### config.mk
export PLATFORM = sky130hd
export DESIGN_NAME = dog_extrema_reader
export DESIGN_NICKNAME = d
export VERILOG_FILES = /design/src/rtl/sift_pkg.sv /design/src/rtl/dog_extremum_check.sv /design/src/rtl/dog_extrema_reader.sv
export SDC_FILE = /design/constraint.sdc
export NUM_CORES = 1
export LEC_CHECK = 0
export CAP_MARGIN = 20
export CORE_AREA = 2 2 167 169
export CTS_CLUSTER_DIAMETER = 60
export DETAILED_ROUTE_END_ITERATION = 8
export DIE_AREA = 0 0 169 171
export GPL_ROUTABILITY_DRIVEN = 1
export SETUP_SLACK_MARGIN = 0.2
export SYNTH_ARGS = -nofsm -noshare
export SYNTH_HDL_FRONTEND = slang
export SYNTH_SLANG_ARGS = --single-unit
### constraint.sdc
create_clock -name clk -period 4.1 [get_ports clk]
set_input_delay 0.615 -clock clk [delete_from_list [all_inputs] [get_ports clk]]
set_output_delay 0.615 -clock clk [all_outputs]
set_load 0.01 [all_outputs]
### src/rtl/sift_pkg.sv
// Shared types and constants for the SIFT keypoint front end.
package sift_pkg;
  localparam int DOG_WIDTH = 9;

  typedef enum logic [1:0] {
    INACTIVE = 2'd0,
    FETCH    = 2'd1,
    COMPARE  = 2'd2,
    EMIT     = 2'd3
  } module_state;

  function automatic logic [1:0] state_code(input module_state s);
    return 2'(s);
  endfunction
endpackage

### src/rtl/dog_extremum_check.sv
// Registered strict 3x3 extremum test on signed DoG values against a contrast threshold.
module dog_extremum_check
  import sift_pkg::*;
(
  input  logic                     clk,
  input  logic                     rst_in,
  input  logic [9*DOG_WIDTH-1:0]   win,
  input  logic [7:0]               threshold,
  output logic                     is_max,
  output logic                     is_min
);
  logic signed [DOG_WIDTH:0] center;
  logic signed [DOG_WIDTH:0] thr;
  logic signed [DOG_WIDTH:0] nb;
  logic is_max_d, is_min_d, is_max_q, is_min_q;

  // One extra bit so that -255 is representable for the minimum test.
  always_comb begin
    center   = {win[5*DOG_WIDTH-1], win[4*DOG_WIDTH +: DOG_WIDTH]};
    thr      = {2'b00, threshold};
    nb       = '0;
    is_max_d = (center > thr);
    is_min_d = (center < -thr);
    for (int i = 0; i < 9; i++) begin
      if (i != 4) begin
        nb = {win[i*DOG_WIDTH+DOG_WIDTH-1], win[i*DOG_WIDTH +: DOG_WIDTH]};
        if (nb >= center) is_max_d = 1'b0;
        if (nb <= center) is_min_d = 1'b0;
      end
    end
  end

  always_ff @(posedge clk) begin
    if (rst_in) begin
      is_max_q <= 1'b0;
      is_min_q <= 1'b0;
    end else begin
      is_max_q <= is_max_d;
      is_min_q <= is_min_d;
    end
  end

  assign is_max = is_max_q;
  assign is_min = is_min_q;
endmodule

### src/rtl/dog_extrema_reader.sv
// Scans interior pixels of one DoG BRAM, reads each 3x3 window and emits strict extrema.
module dog_extrema_reader
  import sift_pkg::*;
#(
  parameter int DIMENSION    = 64,
  parameter int BRAM_LATENCY = 2
) (
  input  logic        clk,
  input  logic        rst_in,
  input  logic        dog_ready,
  input  logic [7:0]  threshold,
  input  logic [8:0]  dog_pix,
  output logic [11:0] address,
  output logic        busy,
  output logic        kp_valid,
  input  logic        kp_ready,
  output logic [11:0] kp_x,
  output logic [11:0] kp_y,
  output logic        kp_is_max,
  output logic        done,
  output logic [1:0]  state_num
);
  localparam logic [11:0] DIM12 = 12'(DIMENSION);
  localparam logic [11:0] LAST  = 12'(DIMENSION - 2);
  localparam logic [3:0]  LAT   = 4'(BRAM_LATENCY);

  module_state state_q, state_d;
  logic [11:0] x_q, x_d, y_q, y_d, address_q, address_d;
  logic [11:0] kp_x_q, kp_x_d, kp_y_q, kp_y_d;
  logic [3:0]  k_q, k_d, wait_q, wait_d;
  logic [7:0]  thr_q, thr_d;
  logic        dog_ready_q, busy_q, busy_d, done_q, done_d;
  logic        kp_valid_q, kp_valid_d, kp_is_max_q, kp_is_max_d;
  logic [DOG_WIDTH-1:0] win_q [9];
  logic [DOG_WIDTH-1:0] win_d [9];
  logic [9*DOG_WIDTH-1:0] win_flat;
  logic [11:0] row_off, col_off, fetch_addr;
  logic        start, advance, is_max, is_min;

  // The checker registers the next window, so its verdict is ready during COMPARE.
  dog_extremum_check u_check (
    .clk       (clk),
    .rst_in    (rst_in),
    .win       (win_flat),
    .threshold (thr_q),
    .is_max    (is_max),
    .is_min    (is_min)
  );

  always_comb begin
    start = dog_ready & ~dog_ready_q;
    if (k_q >= 4'd6)      row_off = 12'd2;
    else if (k_q >= 4'd3) row_off = 12'd1;
    else                  row_off = 12'd0;
    col_off    = 12'(k_q) - 12'd3 * row_off;
    fetch_addr = (y_q + row_off - 12'd1) * DIM12 + (x_q + col_off - 12'd1);

    state_d     = state_q;
    x_d         = x_q;
    y_d         = y_q;
    k_d         = k_q;
    wait_d      = wait_q;
    thr_d       = thr_q;
    address_d   = address_q;
    busy_d      = busy_q;
    done_d      = 1'b0;
    kp_valid_d  = kp_valid_q;
    kp_x_d      = kp_x_q;
    kp_y_d      = kp_y_q;
    kp_is_max_d = kp_is_max_q;
    win_d       = win_q;
    advance     = 1'b0;

    case (state_q)
      INACTIVE: if (start) begin
        busy_d  = 1'b1;
        thr_d   = threshold;
        x_d     = 12'd1;
        y_d     = 12'd1;
        k_d     = 4'd0;
        wait_d  = 4'd0;
        state_d = FETCH;
      end
      // address is issued on wait 0 and held; dog_pix is captured on wait LAT
      FETCH: begin
        if (wait_q == 4'd0) begin
          address_d = fetch_addr;
          wait_d    = wait_q + 4'd1;
        end else if (wait_q == LAT) begin
          win_d[k_q] = dog_pix;
          wait_d     = 4'd0;
          if (k_q == 4'd8) begin
            k_d     = 4'd0;
            state_d = COMPARE;
          end else begin
            k_d = k_q + 4'd1;
          end
        end else begin
          wait_d = wait_q + 4'd1;
        end
      end
      COMPARE: begin
        if (is_max | is_min) begin
          kp_x_d      = x_q;
          kp_y_d      = y_q;
          kp_is_max_d = is_max;
          kp_valid_d  = 1'b1;
          state_d     = EMIT;
        end else begin
          advance = 1'b1;
        end
      end
      // Handshake: kp_* hold while kp_valid is high; transfer on kp_valid & kp_ready.
      EMIT: if (kp_valid_q & kp_ready) begin
        kp_valid_d = 1'b0;
        advance    = 1'b1;
      end
      default: state_d = INACTIVE;
    endcase

    if (advance) begin
      k_d    = 4'd0;
      wait_d = 4'd0;
      if (x_q == LAST && y_q == LAST) begin
        busy_d    = 1'b0;
        done_d    = 1'b1;
        address_d = 12'd0;
        x_d       = 12'd1;
        y_d       = 12'd1;
        state_d   = INACTIVE;
      end else begin
        if (x_q == LAST) begin
          x_d = 12'd1;
          y_d = y_q + 12'd1;
        end else begin
          x_d = x_q + 12'd1;
        end
        state_d = FETCH;
      end
    end

    for (int i = 0; i < 9; i++) win_flat[i*DOG_WIDTH +: DOG_WIDTH] = win_d[i];
  end

  always_ff @(posedge clk) begin
    if (rst_in) begin
      state_q     <= INACTIVE;
      x_q         <= 12'd1;
      y_q         <= 12'd1;
      k_q         <= 4'd0;
      wait_q      <= 4'd0;
      thr_q       <= 8'd0;
      address_q   <= 12'd0;
      dog_ready_q <= 1'b0;
      busy_q      <= 1'b0;
      done_q      <= 1'b0;
      kp_valid_q  <= 1'b0;
      kp_x_q      <= 12'd0;
      kp_y_q      <= 12'd0;
      kp_is_max_q <= 1'b0;
      for (int i = 0; i < 9; i++) win_q[i] <= '0;
    end else begin
      state_q     <= state_d;
      x_q         <= x_d;
      y_q         <= y_d;
      k_q         <= k_d;
      wait_q      <= wait_d;
      thr_q       <= thr_d;
      address_q   <= address_d;
      dog_ready_q <= dog_ready;
      busy_q      <= busy_d;
      done_q      <= done_d;
      kp_valid_q  <= kp_valid_d;
      kp_x_q      <= kp_x_d;
      kp_y_q      <= kp_y_d;
      kp_is_max_q <= kp_is_max_d;
      win_q       <= win_d;
    end
  end

  assign address   = address_q;
  assign busy      = busy_q;
  assign done      = done_q;
  assign kp_valid  = kp_valid_q;
  assign kp_x      = kp_x_q;
  assign kp_y      = kp_y_q;
  assign kp_is_max = kp_is_max_q;
  assign state_num = state_code(state_q);
endmodule

; Word level (Yosys, flattened, before mapping)
; Cells that the tools add are included.
[word_totals]
output_inout_bits = 42
regBits = 166
elab_cells = 151
inputBits = 21
[op_classes]
magnitude_cmp = 22
addsub = 11
n_reduce_logical = 20
eq_ne = 17
n_mul = 1
n_mux = 49
bitwise_logic = 6
[ops]
columns = op, count
row1 = two-way mux 81 bit, 3
row2 = two-way mux 12 bit, 14
row3 = bitwise mux 81 bit, 1
row4 = greater-or-equal comparator 9 bit, 8
row5 = <= comparator 9 bit, 8
row6 = demux 9 bit (select 4 bit), 1
row7 = "adder 12 x 1 -> 12 bit, second input constant", 2
row8 = adder 12 bit, 2
row9 = "== test 12 x 6 -> 1 bit, second input constant", 2
row10 = two-way mux 4 bit, 6
row11 = OR reduction 9 bit, 2
row12 = case mux 4 bit (2 select lines), 2
row13 = "!= test 3 bit, second input constant", 5
row14 = two-way mux 2 bit, 7
row15 = "multiplier 2 x 12 -> 12 bit, first input constant", 1
row16 = "subtractor 12 x 1 -> 12 bit, second input constant", 1
row17 = subtractor 4 x 12 -> 12 bit, 1
row18 = two-way mux 1 bit, 11
row19 = < comparator 9 x 10 -> 1 bit, 1
row20 = "!= test 2 bit, second input constant", 5
row21 = negation 8 -> 10 bit, 1
row22 = > comparator 9 bit, 1
row23 = two-way mux 9 bit, 1
row24 = "adder 4 x 1 -> 4 bit, second input constant", 2
row25 = other kinds (26), 38

; Depth between registers and ports, before layout
[depth]
depth_word = 12
ltp_mapped = 21
ltp_nobuf = 21

; By module
; From an unflattened synthesis, not the netlist that was laid out.
[hier_totals]
hier_cells = 1133
hier_area_um2 = 10050.9
[modules_own_cells]
columns = mod, n_inst, cells_per_inst, seq_area_each_um2, area_per_inst_um2
row1 = dog_extrema_reader, 1, 855, 3283.1, 7786.2
row2 = dog_extremum_check, 1, 278, 40.0, 2264.7

; Worst setup path before layout
; No wires, ideal clock.
[synth_timing]
path_kind = register -> register
start = register wait_q[0]
end = register u_check.is_max_q, in the netlist u_check.is_max
n_path_buf = 2
slack_ns = 0.108
arrival_time_ns = 3.897
path_stages_with_launch = 15
t_required_ns = 4.004
path_cell_list = dfxtp_1 inv_1 ha_1 or4b_1 clkbuf_1 nor4_1 buf_2 mux2i_1 ha_1 a211oi_1 o221ai_1 a221o_1 o21ai_0 nand3_1 nor4b_1
[synth_between]
elab_chain_cells = 6
word_cells_on_any_way = 15
cone_classes = order compare: 9 / eq/ne: 1 / mux: 3 / reduce/logical: 2
[synth_rtl]
columns = item, line_no
row1 = "start, declared", dog_extrema_reader.sv:30  ; logic [3:0] k_q, k_d, wait_q, wait_d;
row2 = "start signal, assigned", dog_extrema_reader.sv:167  ; wait_q <= wait_d;
row3 = == test 4 x 2 -> 1 bit, dog_extrema_reader.sv:89  ; end else if (wait_q == LAT) begin
row4 = two-way mux 81 bit, dog_extrema_reader.sv:89
row5 = two-way mux 81 bit *, dog_extrema_reader.sv:86  ; if (wait_q == 4'd0) begin
row6 = two-way mux 81 bit *, dog_extrema_reader.sv:74  ; case (state_q)
row7 = greater-or-equal comparator 9 bit, dog_extremum_check.sv:27  ; if (nb >= center) is_max_d = 1'b0;
row8 = OR reduction 9 bit (no source line), --
row9 = "end signal, assigned", dog_extremum_check.sv:38  ; is_max_q <= is_max_d;
row10 = "end, declared", dog_extremum_check.sv:15  ; logic is_max_d, is_min_d, is_max_q, is_min_q;
; Mark *: on every way between the ends. The rest lies on a longest branch, timed or not.
; A chain may end at the register's enable or synchronous reset.

; Worst setup path after layout
[layout_timing]
start = register wait_q[1]
end = register u_check.is_max_q, in the netlist u_check.is_max
[layout_between]
elab_chain_cells = 6
word_cells_on_any_way = 15
cone_classes = order compare: 9 / eq/ne: 1 / mux: 3 / reduce/logical: 2
[layout_rtl]
columns = item, line_no
row1 = == test 4 x 2 -> 1 bit, dog_extrema_reader.sv:89
row2 = two-way mux 81 bit, dog_extrema_reader.sv:89
row3 = two-way mux 81 bit *, dog_extrema_reader.sv:86
row4 = two-way mux 81 bit *, dog_extrema_reader.sv:74
row5 = named net u_check.win[30], dog_extremum_check.sv:7  ; input logic [9*DOG_WIDTH-1:0] win,
row6 = greater-or-equal comparator 9 bit *, dog_extremum_check.sv:27
row7 = OR reduction 9 bit (no source line) *, --
; The timed path passes the listed nets; every way through them passes the cells marked *.

==> results.ini <==
[place]
placed_area_um2=11100
routabilityCongestion=0.847
placed_cells=1536
port_buffers=62
hpwlAfterDp_um=18500

[global_route]
grt_pass1_wl_um=40200
grt_max_degree=72
grt_pass1_vias=7729
antenna_found_initial=0
overflow=0
grt_usage_pct=17.5

[synthesis]
syn_avg_cell_area_um2=8.77
ys_types=63
synth_top_area_share_pct=33.5
synth_area_leaders=dfxtp_1 (34%), ha_1 (17%), mux2_2 (7.4%)
syn-instance-count=1130
synth_seq_cells=166
async_flop_share_pct=0
post-synth-top-area-cell=dfxtp_1
synthFlopType=dfxtp_1
syn_nets=1290
synth_edf_count=0
netlist_area_um2=9910
seq_area_frac_synth_pct=33.5
yosys_warnings=0

[floorplan]
start_util_pct=36.3
rows=61
die_area_um2=28900
die_w_um=169
die_y_um=171
coreArea_um2=27300
ios=63

[route]
detail-route-antenna-nets=0
drcViolationCount=0
vias_per_cell=5.15
vias=8086
routed_wirelength_um=25000
drt_first_pass_iters=5
drt_iter0_drc=515
wire_per_inst_um=15.9

[worst_setup_path]
worst_setup_path_end_kind=flip-flop
r2r_end=u_check.is_max
crit_type=flip-flop to flip-flop
reg2reg_depth=14
worstPathArrival_ns=4.14
critPathMaxFanout=9
reg2reg_from=wait_q[1]
critical_path.startpoint=wait_q[1]
r2r_setup_slack_ns=0.30
required_ns=4.44
start_kind=flip-flop

[min_path]
whs_path_depth=2
hold_class=flip-flop to flip-flop
min_to=kp_x[9]
worstHoldStart=kp_x[9]

[cts]
path_clk_slew_ns=0.07
clk_path_buf_depth=2
cts_tree=built
clk-insertion-delay-late_ns=0.42
cts-root-buf=clkbuf_16
cts_max_level=4
cts_made_buffers=17
cts_sinks=166

[layout]
layout.cells.non_filler=1569
diodes=0
final_layout_size_suffix_gt1_share_pct=13.5
final_cell_mix=dfxtp_1 (164), ha_1 (132), nand2_1 (120)
layout_commonest_cell=dfxtp_1
fin_area_um2=11800
fin_nets=1370
syn_to_final_growth_pct=19.1
final_util_pct=43.2

[sta]
final_hold_viol_count=0
finalCriticalPeriod_ns=3.80
drv_slew=0
fin_crit_sh_pct=92.8
setup_tns_ns=0
worst_pin_slew_ns=1.09
rsz0062_at_grt=true
max_slew_margin_pct=27.4
setup_viol=0
fmax_ghz=0.263
skew_ns=0.0107

[pwr]
p_per_area_nw_per_um2=350
leakage_nw=4.93
worst_ir_drop_vdd_uv=200

[outcome]
outcome=completed

[job]
cap_violations=0

-- power breakdown --
group	switching, mW	total [mW]	internal, mW
Combinational	0.477	0.799	0.323
Clock	0.696	1.62	0.922
Sequential	0.0505	1.71	1.66
Total	1.22	4.13	2.91
-- worst max path at each step --
stage               cells after the start        endpoint
floorplan                              14  u_check.is_max
global placement                       20     address[10]
detailed placement                     15  u_check.is_max
CTS                                    14  u_check.is_max
global route                           14  u_check.is_max
finish                                 14  u_check.is_max
-- flip-flops by register name, summed over array words and instances (netlist names) --
signal,count
kp_valid,1
k_q,4
address,12
y_q,12
thr_q,8
u_check.is_max,1
wait_q,4
x_q,12
state_num,2
u_check.is_min,1
win_q,81
dog_ready_q,1
busy,1
kp_is_max,1
done,1
kp_y,12
kp_x,12
-- cells in the mapped netlist (all sizes together) (4+ instances only) --
cell,n
ha,134
and4,5
nor2b,72
o31ai,6
nor4,7
o21a,5
buf,6
nand2b,12
nand2,127
nand4,18
dfxtp,166
nor3,21
xor2,5
nand4b,4
a21oi,81
xnor2,13
nand3,30
a31oi,9
nor2,78
o21ai,39
mux2i,17
clkbuf,31
inv,80
a211oi,13
a311oi,10
mux2,65
a21o,13
and3,11
fa,5
-- logic make-up (layout without fill, tap and decap cells) --
logic type | Yosys count | in the layout | synth area share [%]
xor gates and xnor gates | 18 | 18 | 1.59
buffers and inverters | 117 | 210 | 4.54
DFF | 166 | 166 | 33.5
adders and majority gates | 139 | 139 | 17.9
and+or+nand+nor | 406 | 406 | 20.9
muxes | 82 | 82 | 9.10
AOI/OAI and AO/OA | 202 | 202 | 12.5
-- metal layers --
metal  GRT usage [%]  up-vias  part of all wire (%)
li1                -     4122                     -
met1            22.9     3810                    48
met2            30.5      135                    48
met3            2.59       19                   3.3
met4            4.16        0                   1.0
met5               0        -                     0
-- cell type report --
class / instances / area (um2)
clock buffers: 19 / 443
clock inverters: 13 / 145
fillers: 2679 / 15500
inverters: 80 / 300
multi-input cells: 847 / 6250
flip-flops and latches: 166 / 3330
well taps: 346 / 433
repair buffers: 98 / 901
-- what timing repair did --
action,CTS,global route
setup buffers,0,1
setup endpoints to repair,2,4
resized for setup,5,18
pin swaps,0,4
hold buffers,0,0
-- metrics by stage --
| step | worst slack [ns] | hold WS [ns] | power [mW] |
|---|---|---|---|
| 2_1_floorplan | 0.201 | 0.436 | 2.27 |
| 3_3_place_gp | 0.229 | 0.444 | 2.53 |
| 3_5_place_dp | 0.125 | 0.446 | 2.53 |
| 4_1_cts | 0.178 | 0.456 | 4.16 |
| 5_1_grt | 0.140 | 0.466 | 4.33 |
| 6_report | 0.295 | 0.453 | 4.13 |
-- worst max-delay path: stages (launching register included) --
cell and delay, ns:
dfxtp_1 0.39, inv_1 0.06, ha_1 0.20, or4b_4 0.51, buf_4 0.19, nor4_4 0.17
buf_4 0.20, nand2_4 0.12, mux2_2 0.32, ha_1 0.31, and4_1 0.23, a311oi_2 0.34
nand4_1 0.16, nand4b_1 0.23, nor4b_2 0.28
No activity file was read; power rests on OpenSTA's default activity.
